### config.mk
export PLATFORM = sky130hd
export DESIGN_NAME = ad_preadder_pipe_flat
export DESIGN_NICKNAME = d
export VERILOG_FILES = /design/src/rtl/ad_preadder_pipe_pkg.sv /design/src/rtl/ad_preadder_pipe_if.sv /design/src/rtl/ad_preadder_pipe_reg_stage.sv /design/src/rtl/ad_preadder_pipe.sv /design/src/flat_wrapper.sv
export SDC_FILE = /design/constraint.sdc
export NUM_CORES = 1
export LEC_CHECK = 0
export ABC_AREA = 0
export CAP_MARGIN = 5
export CORE_ASPECT_RATIO = 0.9
export CORE_MARGIN = 2
export CORE_UTILIZATION = 42
export CTS_CLUSTER_SIZE = 14
export DETAILED_ROUTE_END_ITERATION = 12
export GPL_ROUTABILITY_DRIVEN = 1
export GPL_TIMING_DRIVEN = 0
export MAX_ROUTING_LAYER = met4
export PLACE_DENSITY = 0.85
export SETUP_SLACK_MARGIN = 0.1
export SLEW_MARGIN = 0
export SYNTH_ARGS = -nofsm -noshare
export SYNTH_HDL_FRONTEND = slang
export SYNTH_SLANG_ARGS = --single-unit
### constraint.sdc
create_clock -name clk -period 4.43 [get_ports clk]
set_input_delay 1.329 -clock clk [delete_from_list [all_inputs] [get_ports clk]]
set_output_delay 1.329 -clock clk [all_outputs]
set_load 0.02 [all_outputs]
### src/rtl/ad_preadder_pipe_pkg.sv
// Shared constants for the A/D pre-adder front end: INMODE bit positions,
// overflow handling modes and A source selection names.
package ad_preadder_pipe_pkg;

    localparam int INMODE_W      = 4;
    localparam int INMODE_A1_SEL = 0;
    localparam int INMODE_ZERO_A = 1;
    localparam int INMODE_ADD_D  = 2;
    localparam int INMODE_NEG_A  = 3;

    localparam int SAT_WRAP  = 0;
    localparam int SAT_CLAMP = 1;

    localparam string A_INPUT_DIRECT  = "Direct";
    localparam string A_INPUT_CASCADE = "Cascade";

    function automatic int max3(input int a, input int b, input int c);
        int m;
        m = (a > b) ? a : b;
        return (m > c) ? m : c;
    endfunction

endpackage

### src/rtl/ad_preadder_pipe_if.sv
// Operand and result bundle between the slice input ports and the pre-adder.
// valid_in/valid_out form a tag only (no ready, no backpressure): valid_out is valid_in delayed by the pipeline latency.
interface ad_preadder_pipe_if import ad_preadder_pipe_pkg::*; #(
    parameter int A_W  = 30,
    parameter int D_W  = 25,
    parameter int AD_W = 25
) ();

    logic [A_W-1:0]      A;
    logic [A_W-1:0]      ACIN;
    logic [D_W-1:0]      D;
    logic [INMODE_W-1:0] INMODE;
    logic                valid_in;
    logic [A_W-1:0]      ACOUT;
    logic [A_W-1:0]      XMUX;
    logic [AD_W-1:0]     AMULT;
    logic                ovf;
    logic                valid_out;

    modport master (
        output A, ACIN, D, INMODE, valid_in,
        input  ACOUT, XMUX, AMULT, ovf, valid_out
    );

    modport slave (
        input  A, ACIN, D, INMODE, valid_in,
        output ACOUT, XMUX, AMULT, ovf, valid_out
    );

endinterface

### src/rtl/ad_preadder_pipe_reg_stage.sv
// One optional pipeline stage: clock-enabled register with async clear,
// or a plain wire when the stage is configured out.
module preadder_reg_stage #(
    parameter int W  = 1,
    parameter bit EN = 1'b1
) (
    input  logic         clk,
    input  logic         rst,
    input  logic         ce,
    input  logic [W-1:0] d,
    output logic [W-1:0] q
);

    if (EN) begin : g_reg
        always_ff @(posedge clk or posedge rst) begin
            if (rst) begin
                q <= '0;
            end else if (ce) begin
                q <= d;
            end
        end
    end else begin : g_wire
        logic unused_ctrl;
        assign unused_ctrl = clk ^ rst ^ ce;
        assign q = d;
    end

endmodule

### src/rtl/ad_preadder_pipe.sv
// Parametrised A/D pre-adder: A/D/INMODE input registers, signed add/subtract
// with wrap or saturate, optional AD register and a latency-matched valid tag.
module ad_preadder_pipe import ad_preadder_pipe_pkg::*; #(
    parameter int    A_W       = 30,
    parameter int    D_W       = 25,
    parameter int    AD_W      = 25,
    parameter int    AREG      = 1,
    parameter int    ACASCREG  = 1,
    parameter string A_INPUT   = A_INPUT_DIRECT,
    parameter int    USE_DPORT = 1,
    parameter int    DREG      = 1,
    parameter int    INMODEREG = 1,
    parameter int    ADREG     = 1,
    parameter int    SAT_MODE  = SAT_WRAP
) (
    input logic clk,
    input logic RSTA,
    input logic RSTD,
    input logic RSTINMODE,
    input logic CEA1,
    input logic CEA2,
    input logic CED,
    input logic CEAD,
    input logic CEINMODE,
    ad_preadder_pipe_if.slave bus
);

    localparam bit A_CASC = (A_INPUT == A_INPUT_CASCADE);
    localparam bit AD_EN  = (ADREG == 1) && (USE_DPORT == 1);
    // Latency follows the AD stage that is actually present, not just ADREG.
    localparam int LAT    = max3(AREG, DREG, INMODEREG) + (AD_EN ? 1 : 0);

    logic [A_W-1:0]      a_src;
    logic [A_W-1:0]      a1_q;
    logic [A_W-1:0]      a2_q;
    logic [A_W-1:0]      a_sel;
    logic [D_W-1:0]      d_q;
    logic [INMODE_W-1:0] inmode_q;
    logic                zero_a;
    logic                add_d;
    logic                neg_a;
    logic signed [AD_W:0] a_op;
    logic signed [AD_W:0] d_op;
    logic signed [AD_W:0] sum;
    logic [AD_W-1:0]     ad_res;
    logic                ad_ovf;
    logic [AD_W:0]       ad_q;
    logic                unused_a_hi;

    assign a_src = A_CASC ? bus.ACIN : bus.A;

    // A single-register A path occupies the A2 slot, so XMUX is always a2_q.
    preadder_reg_stage #(.W(A_W), .EN(AREG == 2)) u_a1 (
        .clk(clk), .rst(RSTA), .ce(CEA1), .d(a_src), .q(a1_q)
    );

    preadder_reg_stage #(.W(A_W), .EN(AREG >= 1)) u_a2 (
        .clk(clk), .rst(RSTA), .ce(CEA2), .d(a1_q), .q(a2_q)
    );

    preadder_reg_stage #(.W(D_W), .EN(DREG == 1)) u_d (
        .clk(clk), .rst(RSTD), .ce(CED), .d(bus.D), .q(d_q)
    );

    preadder_reg_stage #(.W(INMODE_W), .EN(INMODEREG == 1)) u_inmode (
        .clk(clk), .rst(RSTINMODE), .ce(CEINMODE), .d(bus.INMODE), .q(inmode_q)
    );

    assign bus.XMUX  = a2_q;
    assign bus.ACOUT = (AREG == 2 && ACASCREG == 1) ? a1_q : a2_q;
    assign a_sel     = (AREG == 2 && inmode_q[INMODE_A1_SEL]) ? a1_q : a2_q;
    assign unused_a_hi = ^a_sel;

    assign zero_a = inmode_q[INMODE_ZERO_A];
    assign add_d  = (USE_DPORT == 1) && inmode_q[INMODE_ADD_D];
    assign neg_a  = (USE_DPORT == 1) && inmode_q[INMODE_NEG_A];

    // One guard bit is enough: |d_op - a_op| never exceeds 2^AD_W - 1.
    always_comb begin
        a_op   = zero_a ? '0 : {a_sel[AD_W-1], a_sel[AD_W-1:0]};
        d_op   = add_d ? {{(AD_W+1-D_W){d_q[D_W-1]}}, d_q} : '0;
        sum    = neg_a ? (d_op - a_op) : (d_op + a_op);
        ad_ovf = sum[AD_W] ^ sum[AD_W-1];
        ad_res = sum[AD_W-1:0];
        if (SAT_MODE == SAT_CLAMP && ad_ovf) begin
            ad_res = sum[AD_W] ? {1'b1, {(AD_W-1){1'b0}}} : {1'b0, {(AD_W-1){1'b1}}};
        end
    end

    preadder_reg_stage #(.W(AD_W + 1), .EN(AD_EN)) u_ad (
        .clk(clk), .rst(RSTD), .ce(CEAD), .d({ad_ovf, ad_res}), .q(ad_q)
    );

    assign bus.AMULT = ad_q[AD_W-1:0];
    assign bus.ovf   = ad_q[AD_W];

    // The valid tag shifts every cycle regardless of the data clock enables.
    logic vld [LAT+1];
    assign vld[0] = bus.valid_in;

    for (genvar i = 0; i < LAT; i++) begin : g_vld
        preadder_reg_stage #(.W(1), .EN(1'b1)) u_v (
            .clk(clk), .rst(RSTA), .ce(1'b1), .d(vld[i]), .q(vld[i+1])
        );
    end

    assign bus.valid_out = vld[LAT];

endmodule
### src/flat_wrapper.sv
// flat-port wrapper written by rule: the top's interface ports become plain ports
module ad_preadder_pipe_flat import ad_preadder_pipe_pkg::*;
#(
    parameter int    A_W       = 30,
    parameter int    D_W       = 25,
    parameter int    AD_W      = 25,
    parameter int    AREG      = 1,
    parameter int    ACASCREG  = 1,
    parameter string A_INPUT   = A_INPUT_DIRECT,
    parameter int    USE_DPORT = 1,
    parameter int    DREG      = 1,
    parameter int    INMODEREG = 1,
    parameter int    ADREG     = 1,
    parameter int    SAT_MODE  = SAT_WRAP
)
  (clk, RSTA, RSTD, RSTINMODE, CEA1, CEA2, CED, CEAD, CEINMODE, bus_A, bus_ACIN, bus_D, bus_INMODE, bus_valid_in, bus_ACOUT, bus_XMUX, bus_AMULT, bus_ovf, bus_valid_out);
  ad_preadder_pipe_if #(.A_W(A_W), .D_W(D_W), .AD_W(AD_W)) bus_i ();
  input logic clk;
  input logic RSTA;
  input logic RSTD;
  input logic RSTINMODE;
  input logic CEA1;
  input logic CEA2;
  input logic CED;
  input logic CEAD;
  input logic CEINMODE;
  input wire logic [$bits(bus_i.A)-1:0] bus_A;
  input wire logic [$bits(bus_i.ACIN)-1:0] bus_ACIN;
  input wire logic [$bits(bus_i.D)-1:0] bus_D;
  input wire logic [$bits(bus_i.INMODE)-1:0] bus_INMODE;
  input wire logic [$bits(bus_i.valid_in)-1:0] bus_valid_in;
  output wire logic [$bits(bus_i.ACOUT)-1:0] bus_ACOUT;
  output wire logic [$bits(bus_i.XMUX)-1:0] bus_XMUX;
  output wire logic [$bits(bus_i.AMULT)-1:0] bus_AMULT;
  output wire logic [$bits(bus_i.ovf)-1:0] bus_ovf;
  output wire logic [$bits(bus_i.valid_out)-1:0] bus_valid_out;
  assign bus_i.A = bus_A;
  assign bus_i.ACIN = bus_ACIN;
  assign bus_i.D = bus_D;
  assign bus_i.INMODE = bus_INMODE;
  assign bus_i.valid_in = bus_valid_in;
  assign bus_ACOUT = bus_i.ACOUT;
  assign bus_XMUX = bus_i.XMUX;
  assign bus_AMULT = bus_i.AMULT;
  assign bus_ovf = bus_i.ovf;
  assign bus_valid_out = bus_i.valid_out;
  ad_preadder_pipe #(.A_W(A_W), .D_W(D_W), .AD_W(AD_W), .AREG(AREG), .ACASCREG(ACASCREG), .A_INPUT(A_INPUT), .USE_DPORT(USE_DPORT), .DREG(DREG), .INMODEREG(INMODEREG), .ADREG(ADREG), .SAT_MODE(SAT_MODE)) u_core (.clk(clk), .RSTA(RSTA), .RSTD(RSTD), .RSTINMODE(RSTINMODE), .CEA1(CEA1), .CEA2(CEA2), .CED(CED), .CEAD(CEAD), .CEINMODE(CEINMODE), .bus(bus_i));
endmodule
# After elaboration in Yosys (flattened, before gate mapping)
# Index checks and enable logic that the tools add are counted.
classes:
  n_addsub: 2
  n_mux: 3
  n_bitwise: 1
ops:
  columns: ["operator", "n"]
  rows:
  - ["two-way mux 26 bit", 3]
  - ["adder 26 bit", 1]
  - ["subtractor 26 bit", 1]
  - ["XOR 1 bit", 1]
totals:
  wordCells: 12
  output_inout_bits: 87
  ff_bits: 87
  input_bits: 99

# Logic depth before layout (Yosys ltp)
logic_depth:
  word_depth: 4
  mapped_depth: 20
  mapped_depth_nobuf: 18

# Hierarchy
# Synthesis repeated with hierarchy kept, for this count alone.
unflattened:
  hier_cells: 611
  hier_area_um2: 6448.7
by_module_without_submodules:
  columns: ["module", "n_inst", "cells_each", "area_each_um2", "seq_area_each_um2"]
  rows:
  - ["ad_preadder_pipe", 1, 392, 2637.5, 0.0]
  - ["preadder_reg_stage (u_core.u_a2)", 1, 64, 1238.7, 750.7]
  - ["preadder_reg_stage (u_core.u_ad)", 1, 56, 1073.5, 650.6]
  - ["preadder_reg_stage (u_core.u_d)", 1, 54, 1037.2, 625.6]
  - ["preadder_reg_stage (u_core.u_a1)", 1, 30, 225.2, 0.0]
  - ["preadder_reg_stage (u_core.u_inmode)", 1, 9, 148.9, 100.1]
  - ["preadder_reg_stage (u_core.g_vld[0].u_v ...)", 2, 3, 43.8, 25.0]

# Worst setup path after synthesis
# No wires, ideal clock.
synth_path:
  kind: "reg-to-reg"
  from: "register u_core.u_inmode.q[1]"
  to: "register u_core.u_ad.q[23]"
  setup_time_ns: 0.125
  arrival_ns: 4.066
  synth_period_minus_slack_ns: 4.191
  path_slack_ns: 0.239
  n_path_buf: 3
  t_required_ns: 4.305
  path_stages_with_launch: 18
  cell_sequence: "dfrtp_1 > clkbuf_1 > clkbuf_1 > clkbuf_1 > nand2b_1 > ha_1 > o21ai_0 > nor2_1 > a21oi_1 > o22a_1 > ha_1 > a211o_1 > or3_1 > o21a_1 > a311oi_1 > o21ai_0 > xor2_1 > mux2_2"
synth_between:
  elab_chain_len: 3
synth_lines:
  columns: ["item", "line", "text"]
  rows:
  - ["start: declaration", "ad_preadder_pipe_reg_stage.sv:11", "output logic [W-1:0] q"]
  - ["start signal: assignment", "ad_preadder_pipe_reg_stage.sv:17", "q <= '0;"]
  - ["start signal: assignment", "ad_preadder_pipe_reg_stage.sv:19", "q <= d;"]
  - ["two-way mux 26 bit (*)", "ad_preadder_pipe.sv:80", "a_op = zero_a ? '0 : {a_sel[AD_W-1], a_sel[AD_W-1:0]};"]
  - ["adder 26 bit or subtractor 26 bit (tied branches)", "ad_preadder_pipe.sv:82", "sum = neg_a ? (d_op - a_op) : (d_op + a_op);"]
  - ["two-way mux 26 bit (*)", "ad_preadder_pipe.sv:82", null]
  - ["end signal: assignment", "ad_preadder_pipe_reg_stage.sv:17", null]
  - ["end signal: assignment", "ad_preadder_pipe_reg_stage.sv:19", null]
  - ["end: declaration", "ad_preadder_pipe_reg_stage.sv:11", null]
# Every way passes the cells marked *; elsewhere a longest branch is shown, timed or not.
# A chain may end at the register's enable or synchronous reset.

# Worst setup path in the final report
# Ends and elaborated chain as after synthesis.

==> flow_summary.yaml <==
status:
  status: "complete, no violations"
cts:
  cts-buffers-inserted: 9
  clk_pin_slew_worst_paths_ps: 70
  clk_latency_ps: 360
  cts_hold_buffers: 0
  clkSinkCount: 86
  cts_buffer_depth: 2
  cts_tree: "yes"
  cts-htree-levels: 3
  cts-root-buf: "clkbuf_16"
run:
  drv_cap: 0
hold_path:
  hold_class: "flop to flop"
global_routing:
  globalRouteOverflowTotal: 0
  grt_pass1_vias: 5019
  antenna_found_initial: 0
  grt_pass1_wl_mm: 24.5
  grt_max_degree: 37
  grt_util_all_layers: 0.219
synth:
  ys.flop_type: "dfrtp_1"
  yosysTopAreaCell: "dfrtp_1"
  synth.distinct_cells: 56
  synth_edf_count: 0
  async_flop_share: 1.00
  synthSimpleGateAreaFrac: 0.147
  synth.top_cell.area_share: 0.383
  synth_top_family_by_area: "compound AO/OA/AOI/OAI gates"
  synth-adder-area-share: 0.0614
  avgSynthCellArea_sq_um: 9.83
  synth.area.mux_share: 0.144
  ys_ff_latch: 86
  ys_warn_count: 0
  synth_area_leaders: "dfrtp_1 (38%), mux2_2 (14%), ha_1 (5.8%), buf_4 (4.0%), a21oi_1 (3.1%)"
  synth-compound-area-share: 0.150
  synthesis.nets: 698
  yosysSeqAreaShare: 0.383
  synth_xor_area_frac: 0.0483
  synth_cells: 572
  synthTopCellsByCount: "dfrtp_1 (86), mux2_2 (71), nor2_1 (40)"
  synthMostInstantiatedCell: "dfrtp_1"
  synthesis.area_sq_um: 5620
setup_path:
  cp_max_fo: 10
  reg2reg_to: "u_core.u_ad.q[23]$_DFFE_PP0P_"
  arrival_ps: 4360
  crit_type: "flop to flop"
  crit_end: "u_core.u_ad.q[23]$_DFFE_PP0P_"
  critPathRequiredTime_ps: 4670
  worst_path_largest_cell_delay_ps: 450
  startpoint: "u_core.u_inmode.q[1]$_DFFE_PP0P_"
  reg2reg_slack_ps: 310
  critPathLaunchType: "flop"
  worstReg2RegStart: "u_core.u_inmode.q[1]$_DFFE_PP0P_"
  worstPathCellList: "buf_4 > buf_4 > nand2b_2 > ha_4 > o21ai_0 > nor2_1 > inv_1 > a21oi_1 > o22a_1 > ha_1 > a211o_1 > or3_1 > o21a_1 > a311oi_2 > o21ai_0 > xor2_1 > mux2_2"
  critPathSlowestCell: "dfrtp_2"
  path_buf_inv: 3
  rr_worst_depth: 17
  critPathCaptureType: "flop"
  cp_num_cells: 17
  cpLargestDelayFamily: "compound AO/OA/AOI/OAI gates"
floorplanning:
  start_util: 0.425
  io_pins: 186
  die_x_um: 126
  rows: 40
  dieArea_sq_um: 14300
  coreArea_sq_um: 13200
  die_y_um: 114
cells_and_area:
  nets: 863
  diodes: 0
  drive_gt1_frac: 0.198
  stdcell_count: 910
  fillCellCount: 1156
  fin_area_sq_um: 7800
  layout-area-overhead-vs-synth_pct: 38.8
  post-route-util: 0.590
drt:
  routed_wl_mm: 14.9
  post_drt_wl_per_cell_um: 16.4
  drtAntennaViolNets: 0
  remaining_drc_errors: 0
  drtPass1Iterations: 4
  drt_iter0_markers: 316
  vias: 4891
  avgViaCountPerCell: 5.37
placed_design:
  port_buffers: 151
  hpwl_mm: 11.6
  dp_slack_ps: -574
  dpl.cell_count: 892
  place_congestion: 0.916
  placed_area_sq_um: 7360
power:
  cellPowerDensity_nw_per_um2: 447
  comb_power_share: 0.453
  total_power_mw: 3.49
  sw_frac_of_total: 0.358
  power.switching_mw: 1.25
  p_int_mw: 2.24
  power_frac_seq: 0.310
  vdd_drop_max_mv: 0.220
  p_leak_nw: 3.24
  p_clk_frac: 0.237
sta:
  rsz0062_at_grt: "no"
  layout_setup_ws_ps: 307
  relSlewSlack: 0.565
  worstMarginPinSlew_ps: 653
  hold_viol_final: 0
  finalCriticalPeriod_ps: 4120
  max_freq_mhz: 243
  setup_viol: 0
  period_share: 0.931
  slew_violations: 0
  clock_skew_ps: 10.3
## placed cells by master, fill, tap and decap left out, types with 4 or more instances in the layout
master           instances
and2_1                  22
or3_1                    7
nor2_1                  40
xor2_1                  12
buf_1                    4
clkinvlp_4               4
nor3_1                  10
o211ai_1                 6
a21o_1                   8
o21a_1                  10
o21bai_1                 5
mux2_2                  71
inv_1                   13
clkbuf_16                9
and3_1                   5
nand2_1                 29
buf_4                   34
o21ai_0                 26
clkdlybuf4s50_1        151
a21oi_1                 34
xnor2_1                 19
nand3_1                  4
ha_1                    25
clkbuf_1                14
nor2b_1                 14
dfrtp_1                 85
nand2b_1                12
a211oi_1                 4
## how the worst min path moves through the flow
stage	cells past startpoint	to	slack [ps]	start
floorplan	0	u_core.g_vld[1].u_v.q$_DFF_PP0_	330	u_core.g_vld[0].u_v.q$_DFF_PP0_
CTS	0	u_core.g_vld[1].u_v.q$_DFF_PP0_	350	u_core.g_vld[0].u_v.q$_DFF_PP0_
detailed placement	0	u_core.g_vld[1].u_v.q$_DFF_PP0_	340	u_core.g_vld[0].u_v.q$_DFF_PP0_
global placement	0	u_core.g_vld[1].u_v.q$_DFF_PP0_	340	u_core.g_vld[0].u_v.q$_DFF_PP0_
global route	0	u_core.g_vld[1].u_v.q$_DFF_PP0_	370	u_core.g_vld[0].u_v.q$_DFF_PP0_
finish	0	u_core.g_vld[1].u_v.q$_DFF_PP0_	350	u_core.g_vld[0].u_v.q$_DFF_PP0_
## cell type report
cell class | count | area [sq um] | area share
multi-input combinational | 417 | 3160 | 0.405
buffer | 53 | 323 | 0.0414
sequential | 86 | 2150 | 0.276
clock buffer | 9 | 225 | 0.0289
tap | 168 | 210 | 0.0269
timing repair buffer | 155 | 1570 | 0.202
clock inverter | 7 | 98.8 | 0.0127
inverter | 15 | 56.3 | 0.00722
## metrics by stage
stage / setup TNS, ps / hold WS, ps
3_5_place_dp: -2680 / 337
4_1_cts: 0 / 352
3_3_place_gp: -2160 / 337
2_1_floorplan: 0 / 331
5_1_grt: 0 / 370
6_report: 0 / 354
## worst register-to-register path, delay by kind of cell, from the launching register on
kind	cells	cell delay [ps]
AOI/OAI and AO/OA	7	1440
xor gates and xnor gates	1	160
adders and majority gates	2	550
buffers and inverters	3	450
DFF	1	450
muxes	1	270
and+or+nand+nor	3	710
## per-layer routing
metal	wire, um	vias up	global-route usage
li1	-	2343	-
met1	6680	2370	0.281
met2	7200	156	0.358
met3	795	22	0.0422
met4	263	0	0.0623
met5	0	-	-
## timing repair
item | in CTS | in global routing
endpoints found under the setup margin | 13 | 5
resized for setup | 9 | 15
pin swaps | 0 | 2
setup buffers | 0 | 2
## cell families (layout without fill, tap and decap cells)
family / after synthesis / after routing
simple gates: 160 / 160
compound gates: 127 / 127
flops: 86 / 86
mux: 72 / 72
buf+inv: 69 / 239
xor+xnor: 31 / 31
fa+ha+maj: 27 / 27
## power by group through the flow
stage                     clock network (mW)  registers (mW)  logic [mW]
after global placement                     0            1.08        1.53
final                                  0.828            1.08        1.58
after detailed placement                   0            1.09        1.55
after floorplan                            0            1.22       0.820
after global routing                   0.877            1.11        1.72
after CTS                              0.840            1.08        1.56
## flip-flops by register name, summed over array words and instances (netlist names)
register,cells
u_core.u_ad.q,26
u_core.u_inmode.q,3
u_core.g_vld.u_v.q,2
u_core.u_d.q,25
u_core.u_a2.q,30
Power figures use the tool's default switching activity.
